$ cat src/rtl/edge_event_arbiter.sv
// edge_event_arbiter: per-channel rising-edge detectors feed a pending-bit
// queue. A round-robin arbiter drains the queue one channel ID per accepted
// transfer on a single valid/ready event port.
module edge_event_arbiter #(
    parameter int N    = 4,
    parameter int ID_W = 2
) (
    input  logic            clk,
    input  logic            rst,
    input  logic [N-1:0]    level,
    output logic            evt_valid,
    output logic [ID_W-1:0] evt_id,
    input  logic            evt_ready,
    output logic [N-1:0]    pending,
    output logic [N-1:0]    overflow,
    input  logic [N-1:0]    ovf_clr
);

    typedef enum logic {S_IDLE, S_PRESENT} state_t;

    state_t            r_state;
    logic [N-1:0]      r_lvl_q;
    logic [N-1:0]      r_pending;
    logic [N-1:0]      r_overflow;
    logic              r_evt_valid;
    logic [ID_W-1:0]   r_evt_id;
    logic [ID_W-1:0]   r_ptr;

    logic [N-1:0]      w_rise;
    logic [2*N-1:0]    w_rot;
    logic              w_found;
    logic [ID_W-1:0]   w_winner;
    logic [ID_W:0]     w_sum;
    logic              w_grant;
    logic [N-1:0]      w_gmask;
    logic [ID_W-1:0]   w_ptr_nxt;
    logic [N-1:0]      w_pend_nxt;
    logic [N-1:0]      w_ovf_nxt;

    // Rising edge against last cycle's sampled level (lvl_q resets to 0, so
    // a level held high through reset still produces one event).
    assign w_rise = level & ~r_lvl_q;

    // Rotate the pending vector so bit 0 is the channel at the RR pointer;
    // the first set bit found is then the offset of the winner from ptr.
    assign w_rot = {r_pending, r_pending} >> r_ptr;

    // Priority-encode the rotated vector and map the offset back to a channel.
    always_comb begin
        w_found  = 1'b0;
        w_winner = '0;
        w_sum    = '0;
        for (int j = 0; j < N; j++) begin
            if (!w_found && w_rot[j]) begin
                w_found = 1'b1;
                w_sum   = {1'b0, r_ptr} + (ID_W+1)'(j);
                if (w_sum >= (ID_W+1)'(N))
                    w_sum = w_sum - (ID_W+1)'(N);
                w_winner = w_sum[ID_W-1:0];
            end
        end
    end

    // A grant loads the port: from IDLE whenever something is queued, or
    // back-to-back from PRESENT when the current event is being accepted.
    assign w_grant   = w_found && ((r_state == S_IDLE) || evt_ready);
    assign w_gmask   = w_grant ? ({{(N-1){1'b0}}, 1'b1} << w_winner) : '0;
    assign w_ptr_nxt = (w_winner == ID_W'(N-1)) ? '0 : w_winner + 1'b1;

    // A new edge on the channel being granted re-queues it (set wins over
    // clear); an edge on a still-queued channel is lost and flagged. A new
    // overflow also beats a same-cycle ovf_clr.
    assign w_pend_nxt = (r_pending & ~w_gmask) | w_rise;
    assign w_ovf_nxt  = (r_overflow & ~ovf_clr) | (w_rise & r_pending & ~w_gmask);

    // Edge sampling, queue state and the IDLE/PRESENT event-port FSM.
    always_ff @(posedge clk) begin
        if (rst) begin
            r_state     <= S_IDLE;
            r_lvl_q     <= '0;
            r_pending   <= '0;
            r_overflow  <= '0;
            r_evt_valid <= 1'b0;
            r_evt_id    <= '0;
            r_ptr       <= '0;
        end else begin
            r_lvl_q    <= level;
            r_pending  <= w_pend_nxt;
            r_overflow <= w_ovf_nxt;
            case (r_state)
                S_IDLE: begin
                    if (w_grant) begin
                        r_evt_valid <= 1'b1;
                        r_evt_id    <= w_winner;
                        r_ptr       <= w_ptr_nxt;
                        r_state     <= S_PRESENT;
                    end
                end
                S_PRESENT: begin
                    if (evt_ready) begin
                        if (w_grant) begin
                            r_evt_id <= w_winner;
                            r_ptr    <= w_ptr_nxt;
                        end else begin
                            r_evt_valid <= 1'b0;
                            r_state     <= S_IDLE;
                        end
                    end
                end
                default: begin
                    r_evt_valid <= 1'b0;
                    r_state     <= S_IDLE;
                end
            endcase
        end
    end

    assign evt_valid = r_evt_valid;
    assign evt_id    = r_evt_id;
    assign pending   = r_pending;
    assign overflow  = r_overflow;

endmodule
$ cat config.mk
export PLATFORM = sky130hd
export DESIGN_NAME = edge_event_arbiter
export DESIGN_NICKNAME = d
export VERILOG_FILES = /design/src/rtl/edge_event_arbiter.sv
export SDC_FILE = /design/constraint.sdc
export NUM_CORES = 1
export LEC_CHECK = 0
export ABC_CLOCK_PERIOD_IN_PS = 2029
export CAP_MARGIN = 20
export CORE_MARGIN = 4
export CORE_UTILIZATION = 46
export DETAILED_ROUTE_END_ITERATION = 8
export GPL_TIMING_DRIVEN = 0
export PLACE_DENSITY = 0.87
export SLEW_MARGIN = 5
export SYNTH_ARGS = -nofsm -noshare
export SYNTH_HDL_FRONTEND = slang
export SYNTH_SLANG_ARGS = --single-unit
$ cat constraint.sdc
create_clock -name clk -period 2.03 [get_ports clk]
set_input_delay 0.5075 -clock clk [delete_from_list [all_inputs] [get_ports clk]]
set_output_delay 0.5075 -clock clk [all_outputs]
set_load 0.02 [all_outputs]
* Word level (Yosys, flattened, before mapping) *
Index checks and enable logic that the tools add are counted.

operators by class
  add/sub/neg operators = 8
  $mul = 0
  div/mod/pow operators = 0
  magnitude comparators = 4
  equality and inequality tests = 4
  shift-type cells = 2
  multiplexer cells = 27
  bitwise gates (word level) = 11
  reductions and logical operators = 9

operators with widths
  cell                   number
  $mux W2                13
  $and A4 B4 Y4          5
  $not A4 Y4             3
  $ge A3 B3 Y1 const B   3
  $mux W1                9
  $or A4 B4 Y4           2
  $pmux W2 S2            2
  $shr A8 B2 Y4          1
  $sub A2 B1 Y2 const B  4
  $add A2 B2 Y3 const B  2
  $ne A2 B2 Y1 const B   3
  $logic_and A1 B1 Y1    4
  $mux W4                1
  $pmux W1 S2            2
  $shl A1 B2 Y4 const A  1
  $add A2 B1 Y3 const B  1
  $ge A2 B3 Y1 const B   1
  $logic_not A1 Y1       3
  $reduce_and A3 Y1      1
  $add A2 B1 Y2 const B  1
  $eq A2 B2 Y1 const B   1
  $logic_or A1 B1 Y1     1
  $not A1 Y1             1

word-level totals
  register bits after elaboration = 18
  latch bits = 0
  bits in writable memories = 0
  memory bits (read-only) = 0
  output and inout bits = 11
  word-level logic and storage cells = 72
  memories kept = 0

* Logic depth before layout (Yosys ltp) *
Gate-level depths: netlist of run 1.

  depth after elaboration = 16
  mapped depth = 8
  mapped depth without buffers = 8

* Worst setup path before layout of run 1 *
OpenSTA, ideal clock, no wires.

  path type = flip-flop to flip-flop
  start = register r_pending[0], in the netlist pending[0]
  end = register r_ptr[0]
  library setup time = 0.070 ns
  arrival time = 1.765 ns
  required time = 1.960 ns
  path slack = 0.195 ns
  cell stages (with the launch flop) = 9
  buffers on the path = 0
  period minus slack after synthesis = 1.835 ns
  path through = dfxtp_1 > a21oi_1 > o21a_1 > o22ai_1 > inv_1 > ha_1 > nor3_1 > o31ai_1 > a21oi_1

between the ends
  cells in the longest elaborated chain, start to end = 16
  elaborated cells on any way between the ends = 22
  those cells by class = 1 x add/sub; 1 x eq/ne; 1 x shift; 12 x mux; 7 x reduce/logical

ends and longest elaborated chain
  element                   RTL line  source
  start: declaration        23        logic [N-1:0] r_pending;
  start signal: assignment  88        r_pending <= w_pend_nxt;
  $shr A8 B2 Y4 (*)         46        assign w_rot = {r_pending, r_pending} >> r_ptr;
  $mux W1                   54        if (!w_found && w_rot[j]) begin
  $logic_not A1 Y1          54
  $logic_and A1 B1 Y1       54
  $mux W1                   54
  $logic_not A1 Y1          54
  $logic_and A1 B1 Y1       54
  $mux W1                   54
  $logic_not A1 Y1          54
  $logic_and A1 B1 Y1       54
  $mux W2 (*)               54
  via w_winner[1]           32        logic [ID_W-1:0] w_winner;
  $eq A2 B2 Y1 (*)          68        assign w_ptr_nxt = (w_winner == ID_W'(N-1)) ? '0 : w_winner + 1'b1;
  $mux W2 (*)               68
  $mux W2 (*)               92, 101
  $mux W2                   100       if (evt_ready) begin
  $pmux W2 S2 (*)           90        case (r_state)
  end signal: assignment    95        r_ptr <= w_ptr_nxt;
  end signal: assignment    103       r_ptr <= w_ptr_nxt;
  end: declaration          27        logic [ID_W-1:0] r_ptr;

Mark *: on every way through the listed nets, which the timed path passes. The rest lies on a longest branch. The select of a mux whose other input is x is not followed.
A chain may end at the register's enable or synchronous reset.

* Final worst setup path of run 1 *
  start = register r_pending[2], in the netlist pending[2]
  end = output port pending[2]

RTL lines
  element           RTL line  source
  end: declaration  14        output logic [N-1:0] pending,

No word-level cell between the ends.

==> flow_metrics.env, run 1 <==
export IMPL_status="finished clean"
export IMPL_synth_top_area_frac=0.447
export IMPL_total_power_mw=0.871
export IMPL_cts_buffers=3
export IMPL_gp_congestion=0.784
export IMPL_setup_violations_final=0
export IMPL_p_leak_nw=0.452
export IMPL_slew_viol_final=0
export IMPL_area_growth_syn_to_layout_pct=34.6
export IMPL_fin_ws_ns=0.155
export IMPL_max_slew_margin=0.703
export IMPL_powerDensity_nw_per_um2=803
export IMPL_clock_sinks=18
export IMPL_grt_setup_unrepaired="no"
export IMPL_start_util=0.511
export IMPL_nets=131
export IMPL_placed_area_um2=1040
export IMPL_timing_fmax_ghz=0.533
export IMPL_cp_cell_sequence="clkdlybuf4s50_1"
export IMPL_drc=0
export IMPL_path_clk_slew_ns=0.10
export IMPL_cp_slowest_stage_delay_ns=0.64
export IMPL_fin_area_um2=1080
export IMPL_die_width_um=49.9
export IMPL_min_path_type="register to register"
export IMPL_synthTopCellsByArea="dfxtp_1, nor2b_1, a21oi_1, ha_1, nor2_1"
export IMPL_worst_path_buf_inv=1
export IMPL_syn_inst=90
export IMPL_synth_area_um2=806
export IMPL_slowest_stage="clkdlybuf4s50_1"
export IMPL_yosysSeqAreaShare=0.447
export IMPL_worstPathMaxFanout=7
export IMPL_die_h_um=49.9
export IMPL_yosysTopAreaCell="dfxtp_1"
export IMPL_io_buffers=21
export IMPL_core_area_um2=1580
export IMPL_yosysUniqueCellTypes=25
export IMPL_cpLargestDelayFamily="buffers and inverters"
export IMPL_cp_start_kind="register"
export IMPL_grt_start_max_net_pins=11
export IMPL_cap_violations=0
export IMPL_critPathKind="register to output port"
export IMPL_antenna_left=0
export IMPL_synth_nets=105
export IMPL_cts_buffer_depth=2
export IMPL_cts_htree_levels=1
export IMPL_fin_crit_sh=0.924
export IMPL_synth_avg_cell_area_um2=8.95
export IMPL_drive_gt1_frac=0.0870
export IMPL_post_route_min_period_ns=1.87
export IMPL_cts_hold_fix_buffers=0
export IMPL_grt_use_total=0.154
export IMPL_ir_drop_mv=0.484
export IMPL_dr_pass1_iters=2
export IMPL_drtIter0Drc=12
export IMPL_grt_pass1_wl_mm=2.86
export IMPL_hpwl_mm=1.28
export IMPL_critPathArrivalTime_ns=1.37
export IMPL_end_kind="output port"
export IMPL_wl_per_cell_um=13.0
export IMPL_cts_tree="done"
export IMPL_hold_violations=0
export IMPL_via_count=725
export IMPL_drt_total_wl_mm=1.70
export IMPL_io_pins=22
export IMPL_fin_hold_ws_ns=0.478
export IMPL_cts_setup_buffers=0
export IMPL_tightest_slew_ns=0.446
export IMPL_skew_ns=0.00464
export IMPL_antenna_found_initial=0
export IMPL_grt_remaining_overflow=0
export IMPL_clockRootBuffer="clkbuf_4"
export IMPL_grt_pass1_vias=691
export IMPL_die_area_um2=2490
export IMPL_synth_warnings=0
export IMPL_dp_slack_ns=-0.000211
export IMPL_viasPerCell=5.53
export IMPL_n_antenna_cell=0
export IMPL_ys_seq_elements=18
export IMPL_num_rows=14
export IMPL_critical_path_required_ns=1.52
export IMPL_clk_latency_ns=0.30
-- final cells by class --
class,count,area [um2]
multi-input combinational,63,410
sequential,18,364
fill,142,492
tap,16,20.0
buffer,3,18.8
timing repair buffer,21,213
clock buffer,4,36.3
inverter,6,22.5
-- report_power, final --
group	switching, mW	leakage [nW]	internal, mW
Combinational	0.111	0.281	0.114
Sequential	0.0356	0.150	0.387
Clock	0.113	0.0210	0.110
-- cell usage after synthesis --
cell and n:
a21oi_1 10, a311oi_1 1, a32oi_1 3, buf_1 1
buf_6 1, clkbuf_1 1, dfxtp_1 18, ha_1 4
inv_1 6, mux2i_1 2, nand2_1 6, nand2b_1 3
nand3b_1 2, nand4b_1 1, nor2_1 12, nor2b_1 9
nor3_1 1, nor4_4 1, o21a_1 1, o22ai_1 1
o31ai_1 2, o41ai_1 1, or2_0 1, or2_1 1
or3_1 1
-- cell usage in the layout, fill, tap and decap left out, types with 2 or more instances in the layout --
master / Yosys / layout
nand2_1: 6 / 6
dfxtp_1: 18 / 15
ha_1: 4 / 4
o31ai_1: 2 / 2
nor2b_1: 9 / 9
a32oi_1: 3 / 3
nor2_1: 12 / 12
clkbuf_4: 0 / 3
clkdlybuf4s50_1: 0 / 20
nand2b_1: 3 / 3
nand3b_1: 2 / 2
mux2i_1: 2 / 2
inv_1: 6 / 6
a21oi_1: 10 / 10
dfxtp_2: 0 / 3
-- cell families (layout without fill, tap and decap cells) --
family | count (synthesis) | count (layout) | synth area share
AND/OR/NAND/NOR | 38 | 38 | 0.262
AO/OA/AOI/OAI | 19 | 19 | 0.152
flip-flops | 18 | 18 | 0.447
buffers and inverters | 9 | 34 | 0.0512
adder cells (fa/ha/maj) | 4 | 4 | 0.0621
multiplexers | 2 | 2 | 0.0248
-- worst reg2reg max path: stages (launching register included) --
cell,delay [ns]
dfxtp_1,0.45
mux2i_1,0.21
nor2_1,0.08
or3_1,0.40
inv_1,0.10
ha_1,0.18
nand2_1,0.08
a21oi_1,0.17
nor2_1,0.05
-- registers in the layout (all words and copies together) (netlist names) --
name and count:
r_ptr 2, pending 4, r_state 1, evt_valid 1
evt_id 2, overflow 4, r_lvl_q 4
-- layer usage --
metal	vias to the layer above	wire [um]	global-route usage
met1	338	706	0.153
met4	0	38	0.0876
met3	5	116	0.0663
met5	-	0	0
met2	23	843	0.264
li1	359	-	-
-- metrics by stage --
step                      instances  utilization   TNS (ns)
after floorplan                  90            -          0
after global placement          127        0.657          0
after detailed placement        127        0.657  -0.000211
after CTS                       131        0.680          0
after global routing            131        0.688          0
final                           131        0.688          0
-- what timing repair did --
| item | CTS | global route |
|---|---|---|
| gates resized for setup | 0 | 5 |
| endpoints found under the hold margin | 0 | 0 |
| setup endpoints to repair | 0 | 4 |
-- worst paths after layout --
| path | start | depth (start not counted) | end | slack [ns] |
|---|---|---|---|---|
| worst min-delay path | overflow[3]$_SDFF_PP0_ | 2 | overflow[3]$_SDFF_PP0_ | 0.48 |
| worst min register to register | overflow[3]$_SDFF_PP0_ | 2 | overflow[3]$_SDFF_PP0_ | 0.48 |
| worst max register to register | r_ptr[1]$_SDFFE_PP0P_ | 8 | pending[3]$_SDFF_PP0_ | 0.19 |
| worst max-delay path | pending[2]$_SDFF_PP0_ | 1 | pending[2] | 0.16 |
No activity file was read; power rests on OpenSTA's default activity.
==> inputs of run 2 (changes only) <==
--- a/config.mk
+++ b/config.mk
@@ -5,13 +5,13 @@
 export SDC_FILE = /design/constraint.sdc
 export NUM_CORES = 1
 export LEC_CHECK = 0
-export ABC_CLOCK_PERIOD_IN_PS = 2029
+export ABC_CLOCK_PERIOD_IN_PS = 2400
 export CAP_MARGIN = 20
 export CORE_MARGIN = 4
-export CORE_UTILIZATION = 46
+export CORE_UTILIZATION = 49
 export DETAILED_ROUTE_END_ITERATION = 8
 export GPL_TIMING_DRIVEN = 0
-export PLACE_DENSITY = 0.87
+export PLACE_DENSITY = 0.91
 export SLEW_MARGIN = 5
 export SYNTH_ARGS = -nofsm -noshare
 export SYNTH_HDL_FRONTEND = slang
==> constraint.sdc (replaced) <==
create_clock -name clk -period 2.4 [get_ports clk]
set_input_delay 0.6 -clock clk [delete_from_list [all_inputs] [get_ports clk]]
set_output_delay 0.6 -clock clk [all_outputs]
set_load 0.02 [all_outputs]
==> run 2 against run 1 <==
Compared with the run above:
- largest cell class unchanged
- die area fell by 5.2%
- power fell by 16%
- critical path depth did not move
- register-to-register slack improved by 0.21 ns
- sequential share of layout area barely moved
- clock skew rose by 0.0017 ns
- global-route usage fell by 0.49 points
- routed wire length fell by 2.5%
- critical endpoint is now pending[1]
- combinational power fell by 16%
- sequential cell count did not move
==> flow_metrics.env, run 2 (synthesis gave the netlist of run 1 again) <==
export IMPL_status="finished clean"
export IMPL_min_to="overflow[3]$_SDFF_PP0_"
export IMPL_cts_buffer_depth=2
export IMPL_cts_htree_levels=1
export IMPL_nets=131
export IMPL_grtUsageMet1=0.181
export IMPL_grt_start_max_net_pins=11
export IMPL_fillers=125
export IMPL_met3_usage=0.0368
export IMPL_intPower_mw=0.514
export IMPL_fin_ws_ns=0.308
export IMPL_p_sw_mw=0.221
export IMPL_antenna_left=0
export IMPL_grt_remaining_overflow=0
export IMPL_drt_total_wl_mm=1.66
export IMPL_pwr_share_seq=0.484
export IMPL_start_util=0.529
export IMPL_dr_pass1_iters=4
export IMPL_worstPathMaxFanout=7
export IMPL_cts_setup_buffers=0
export IMPL_p_leak_nw=0.432
export IMPL_fin_hold_ws_ns=0.482
export IMPL_clockRootBuffer="clkbuf_4"
export IMPL_critPathArrivalTime_ns=1.49
export IMPL_wl_per_cell_um=12.7
export IMPL_fin_crit_sh=0.872
export IMPL_cap_violations=0
export IMPL_setup_violations_final=0
export IMPL_critical_path_required_ns=1.80
export IMPL_num_rows=14
export IMPL_layout_commonest_cell="clkdlybuf4s50_1"
export IMPL_hpwl_mm=1.27
export IMPL_met2_usage=0.250
export IMPL_grt_pass1_wl_mm=2.82
export IMPL_cts_hold_fix_buffers=0
export IMPL_drtIter0Drc=12
export IMPL_clock_sinks=18
export IMPL_antenna_found_initial=0
export IMPL_n_antenna_cell=0
export IMPL_busiest_layer="met2"
export IMPL_swShare=0.300
export IMPL_cp_slowest_stage_delay_ns=0.68
export IMPL_reg2reg_to="r_ptr[0]$_SDFFE_PP0P_"
export IMPL_max_slew_margin=0.710
export IMPL_place_inst=127
export IMPL_dp_slack_ns=0.316
export IMPL_critPathKind="register to output port"
export IMPL_cts_buffers=3
export IMPL_r2r_cells=8
export IMPL_worst_path_buf_inv=1
export IMPL_reg2reg_slack_ns=0.40
export IMPL_gp_congestion=0.798
export IMPL_slew_viol_final=0
export IMPL_io_pins=22
export IMPL_clk_latency_ns=0.30
export IMPL_layout_cells_non_filler=131
export IMPL_drc=0
export IMPL_holdPathStages=2
export IMPL_cts_resized=0
export IMPL_powerDensity_nw_per_um2=685
export IMPL_via_count=686
export IMPL_io_buffers=21
export IMPL_placed_area_um2=1040
export IMPL_slowest_stage="clkdlybuf4s50_1"
export IMPL_core_area_um2=1520
export IMPL_grt_setup_unrepaired="no"
export IMPL_path_clk_slew_ns=0.11
export IMPL_viasPerCell=5.24
export IMPL_drive_gt1_frac=0.0522
export IMPL_cp_cell_sequence="clkdlybuf4s50_1"
export IMPL_post_route_min_period_ns=2.09
export IMPL_timing_fmax_ghz=0.478
export IMPL_cpLargestDelayFamily="buffers and inverters"
export IMPL_final_cell_mix="clkdlybuf4s50_1, dfxtp_1, nor2_1"
export IMPL_combPwrFrac=0.257
export IMPL_grt_use_total=0.149
export IMPL_die_h_um=48.6
export IMPL_fin_area_um2=1070
export IMPL_hold_start="overflow[3]$_SDFF_PP0_"
export IMPL_r2r_start="pending[0]$_SDFF_PP0_"
export IMPL_hold_violations=0
export IMPL_area_growth_syn_to_layout_pct=33.1
export IMPL_cts_tree="done"
export IMPL_die_width_um=48.6
export IMPL_die_area_um2=2360
export IMPL_tightest_slew_ns=0.435
export IMPL_finalSetupTns_ns=0
export IMPL_cp_start_kind="register"
export IMPL_ir_drop_mv=0.433
export IMPL_grt_pass1_vias=664
export IMPL_end_kind="output port"
export IMPL_p_clk_frac=0.259
export IMPL_skew_ns=0.00639
export IMPL_min_path_type="register to register"
run 2: power by group through the flow:
stage | Combinational, mW | Clock [mW] | Sequential [mW]
finish | 0.189 | 0.190 | 0.355
global placement | 0.183 | 0 | 0.360
detailed placement | 0.189 | 0 | 0.362
global route | 0.208 | 0.207 | 0.360
CTS | 0.191 | 0.194 | 0.355
floorplan | 0.101 | 0 | 0.377
run 2: worst max-delay path by stage:
stage,startpoint,to,depth (start not counted)
global placement,rst,overflow[0]$_SDFF_PP0_,4
detailed placement,rst,overflow[1]$_SDFF_PP0_,4
CTS,pending[0]$_SDFF_PP0_,pending[0],1
floorplan,pending[0]$_SDFF_PP0_,r_ptr[0]$_SDFFE_PP0P_,8
global route,pending[0]$_SDFF_PP0_,pending[0],1
finish,pending[1]$_SDFF_PP0_,pending[1],1
run 2: layout make-up:
class | instances | area [um2] | area share
multi-input combinational | 63 | 404 | 0.377
sequential | 18 | 360 | 0.336
timing repair buffer | 21 | 210 | 0.196
clock buffer | 4 | 36.3 | 0.0338
inverter | 6 | 22.5 | 0.0210
tap | 16 | 20.0 | 0.0187
buffer | 3 | 18.8 | 0.0175
run 2: worst reg2reg max path: stages, from the launching register on:
cell,delay [ns]
dfxtp_1,0.52
a21oi_1,0.13
o21a_1,0.18
o22ai_1,0.34
inv_1,0.12
ha_1,0.24
nor3_1,0.19
o31ai_1,0.10
a21oi_1,0.12
run 2: layer usage:
metal | part of all wire | vias up | wire length, um
li1 | - | 355 | -
met1 | 0.45 | 310 | 748
met2 | 0.49 | 17 | 808
met3 | 0.045 | 4 | 74
met4 | 0.019 | 0 | 31
met5 | 0 | - | 0
run 2: per-stage QoR:
step                       util  power (mW)
after global routing      0.704       0.775
after detailed placement  0.680       0.551
after CTS                 0.704       0.740
after global placement    0.680       0.543
final                     0.704       0.735
after floorplan               -       0.478
==> inputs of run 3 (changes only) <==
--- a/config.mk
+++ b/config.mk
@@ -8,10 +8,11 @@
 export ABC_CLOCK_PERIOD_IN_PS = 2400
 export CAP_MARGIN = 20
 export CORE_MARGIN = 4
-export CORE_UTILIZATION = 49
+export CORE_UTILIZATION = 40
 export DETAILED_ROUTE_END_ITERATION = 8
 export GPL_TIMING_DRIVEN = 0
-export PLACE_DENSITY = 0.91
+export PLACE_DENSITY = 0.78
+export SKIP_LAST_GASP = 1
 export SLEW_MARGIN = 5
 export SYNTH_ARGS = -nofsm -noshare
 export SYNTH_HDL_FRONTEND = slang
==> run 3 against run 2 <==
Compared with the run above:
- cell count up 6.9%
- critical path type unchanged
- sequential share of layout area fell by 0.35 points
- setup slack better by 0.0052 ns
- sequential power about the same
- highest routed layer unchanged
- fmax rose by 0.25%
- power shrank 1.5%
- via count fell by 1.6%
- routed wire length fell by 6.9%
- global-route usage fell by 1.9 points
- critical path depth did not move
==> flow_metrics.env, run 3 (synthesis gave the netlist of run 1 again) <==
export IMPL_cts_resized=0
export IMPL_io_buffers=21
export IMPL_cts_tree="done"
export IMPL_fin_ws_ns=0.313
export IMPL_layout_commonest_cell="clkdlybuf4s50_1"
export IMPL_skew_ns=0.00163
export IMPL_worstPathMaxFanout=8
export IMPL_hpwl_mm=1.19
export IMPL_drtIter0Drc=3
export IMPL_drive_gt1_frac=0.0522
export IMPL_die_h_um=52.9
export IMPL_die_area_um2=2800
export IMPL_grt_start_max_net_pins=11
export IMPL_timing_fmax_ghz=0.479
export IMPL_grt_use_total=0.130
export IMPL_grt_pass1_wl_mm=2.62
export IMPL_start_util=0.443
export IMPL_multi_input_area_um2=404
export IMPL_min_path_type="register to register"
export IMPL_grt_setup_unrepaired="no"
export IMPL_nets=131
export IMPL_cp_cell_sequence="clkdlybuf4s50_1"
export IMPL_p_leak_nw=0.432
export IMPL_clock_sinks=18
export IMPL_ir_drop_mv=0.425
export IMPL_io_pins=22
export IMPL_dr_pass1_iters=4
export IMPL_drc=0
export IMPL_cpLargestDelayFamily="buffers and inverters"
export IMPL_area_growth_syn_to_layout_pct=34.5
export IMPL_num_rows=15
export IMPL_core_area_um2=1820
export IMPL_critical_path_required_ns=1.80
export IMPL_end_kind="output port"
export IMPL_clk_latency_ns=0.29
export IMPL_final_seq_area_um2=360
export IMPL_viasPerCell=4.82
export IMPL_cts_hold_fix_buffers=0
export IMPL_path_clk_slew_ns=0.10
export IMPL_worst_path_buf_inv=1
export IMPL_drt_total_wl_mm=1.55
export IMPL_via_count=675
export IMPL_cts_buffers=3
export IMPL_critPathKind="register to output port"
export IMPL_cts_htree_levels=1
export IMPL_slowest_stage="clkdlybuf4s50_1"
export IMPL_finalSetupTns_ns=0
export IMPL_slew_viol_final=0
export IMPL_fin_crit_sh=0.870
export IMPL_hold_violations=0
export IMPL_cap_violations=0
export IMPL_post_route_min_period_ns=2.09
export IMPL_fillers=177
export IMPL_cts_buffer_depth=2
export IMPL_gp_congestion=0.769
export IMPL_cp_slowest_stage_delay_ns=0.67
export IMPL_clockRootBuffer="clkbuf_4"
export IMPL_max_slew_margin=0.728
export IMPL_cp_start_kind="register"
export IMPL_n_antenna_cell=0
export IMPL_setup_violations_final=0
export IMPL_critPathArrivalTime_ns=1.49
export IMPL_cts_setup_buffers=0
export IMPL_final_cell_mix="clkdlybuf4s50_1, dfxtp_1, nor2_1"
export IMPL_powerDensity_nw_per_um2=668
export IMPL_antenna_left=0
export IMPL_die_width_um=52.9
export IMPL_wl_per_cell_um=11.1
export IMPL_tightest_slew_ns=0.408
export IMPL_antenna_found_initial=0
export IMPL_grt_pass1_vias=633
export IMPL_status="finished clean"
export IMPL_dp_slack_ns=0.290
export IMPL_grt_remaining_overflow=0
run 3: cell counts in the layout (fill, tap and decap cells not counted):
Identical to the previous run, type by type.
run 3: layout make-up:
class | instances | area share
inverter | 6 | 0.0208
timing repair buffer | 21 | 0.194
sequential | 18 | 0.333
clock buffer | 4 | 0.0335
multi-input combinational | 63 | 0.373
tap | 25 | 0.0289
buffer | 3 | 0.0173
run 3: path summary, 6_finish.rpt:
check                        startpoint               endpoint  slack, ns  depth (start not counted)
setup reg to reg  pending[0]$_SDFF_PP0_  r_ptr[0]$_SDFFE_PP0P_       0.46                          8
hold reg to reg   r_ptr[0]$_SDFFE_PP0P_  r_ptr[0]$_SDFFE_PP0P_       0.48                          2
hold / removal    r_ptr[0]$_SDFFE_PP0P_  r_ptr[0]$_SDFFE_PP0P_       0.48                          2
setup / recovery  pending[0]$_SDFF_PP0_             pending[0]       0.31                          1
run 3: through the flow:
stage                     area [um2]  total power, mW   util  cells  hold slack [ns]
after detailed placement        1050            0.549  0.575    136            0.468
after CTS                       1080            0.741  0.595    140            0.484
after global routing            1080            0.775  0.595    140            0.517
after global placement          1050            0.546  0.575    136            0.462
after floorplan                  806            0.478      -     90            0.450
final                           1080            0.724  0.595    140            0.479
run 3: routing by layer:
layer	up-vias	part of all wire	track usage	routed length, um
li1	356	-	-	-
met3	3	0.061	0.0282	95
met2	22	0.47	0.202	724
met4	0	0.019	0.0809	29
met1	294	0.45	0.161	698
met5	-	0	0	0
run 3: where the power goes:
group	internal [mW]	switching [mW]	total, mW
sequential	0.326	0.0287	0.355
clock	0.0925	0.0911	0.184
combinational	0.0948	0.0906	0.185
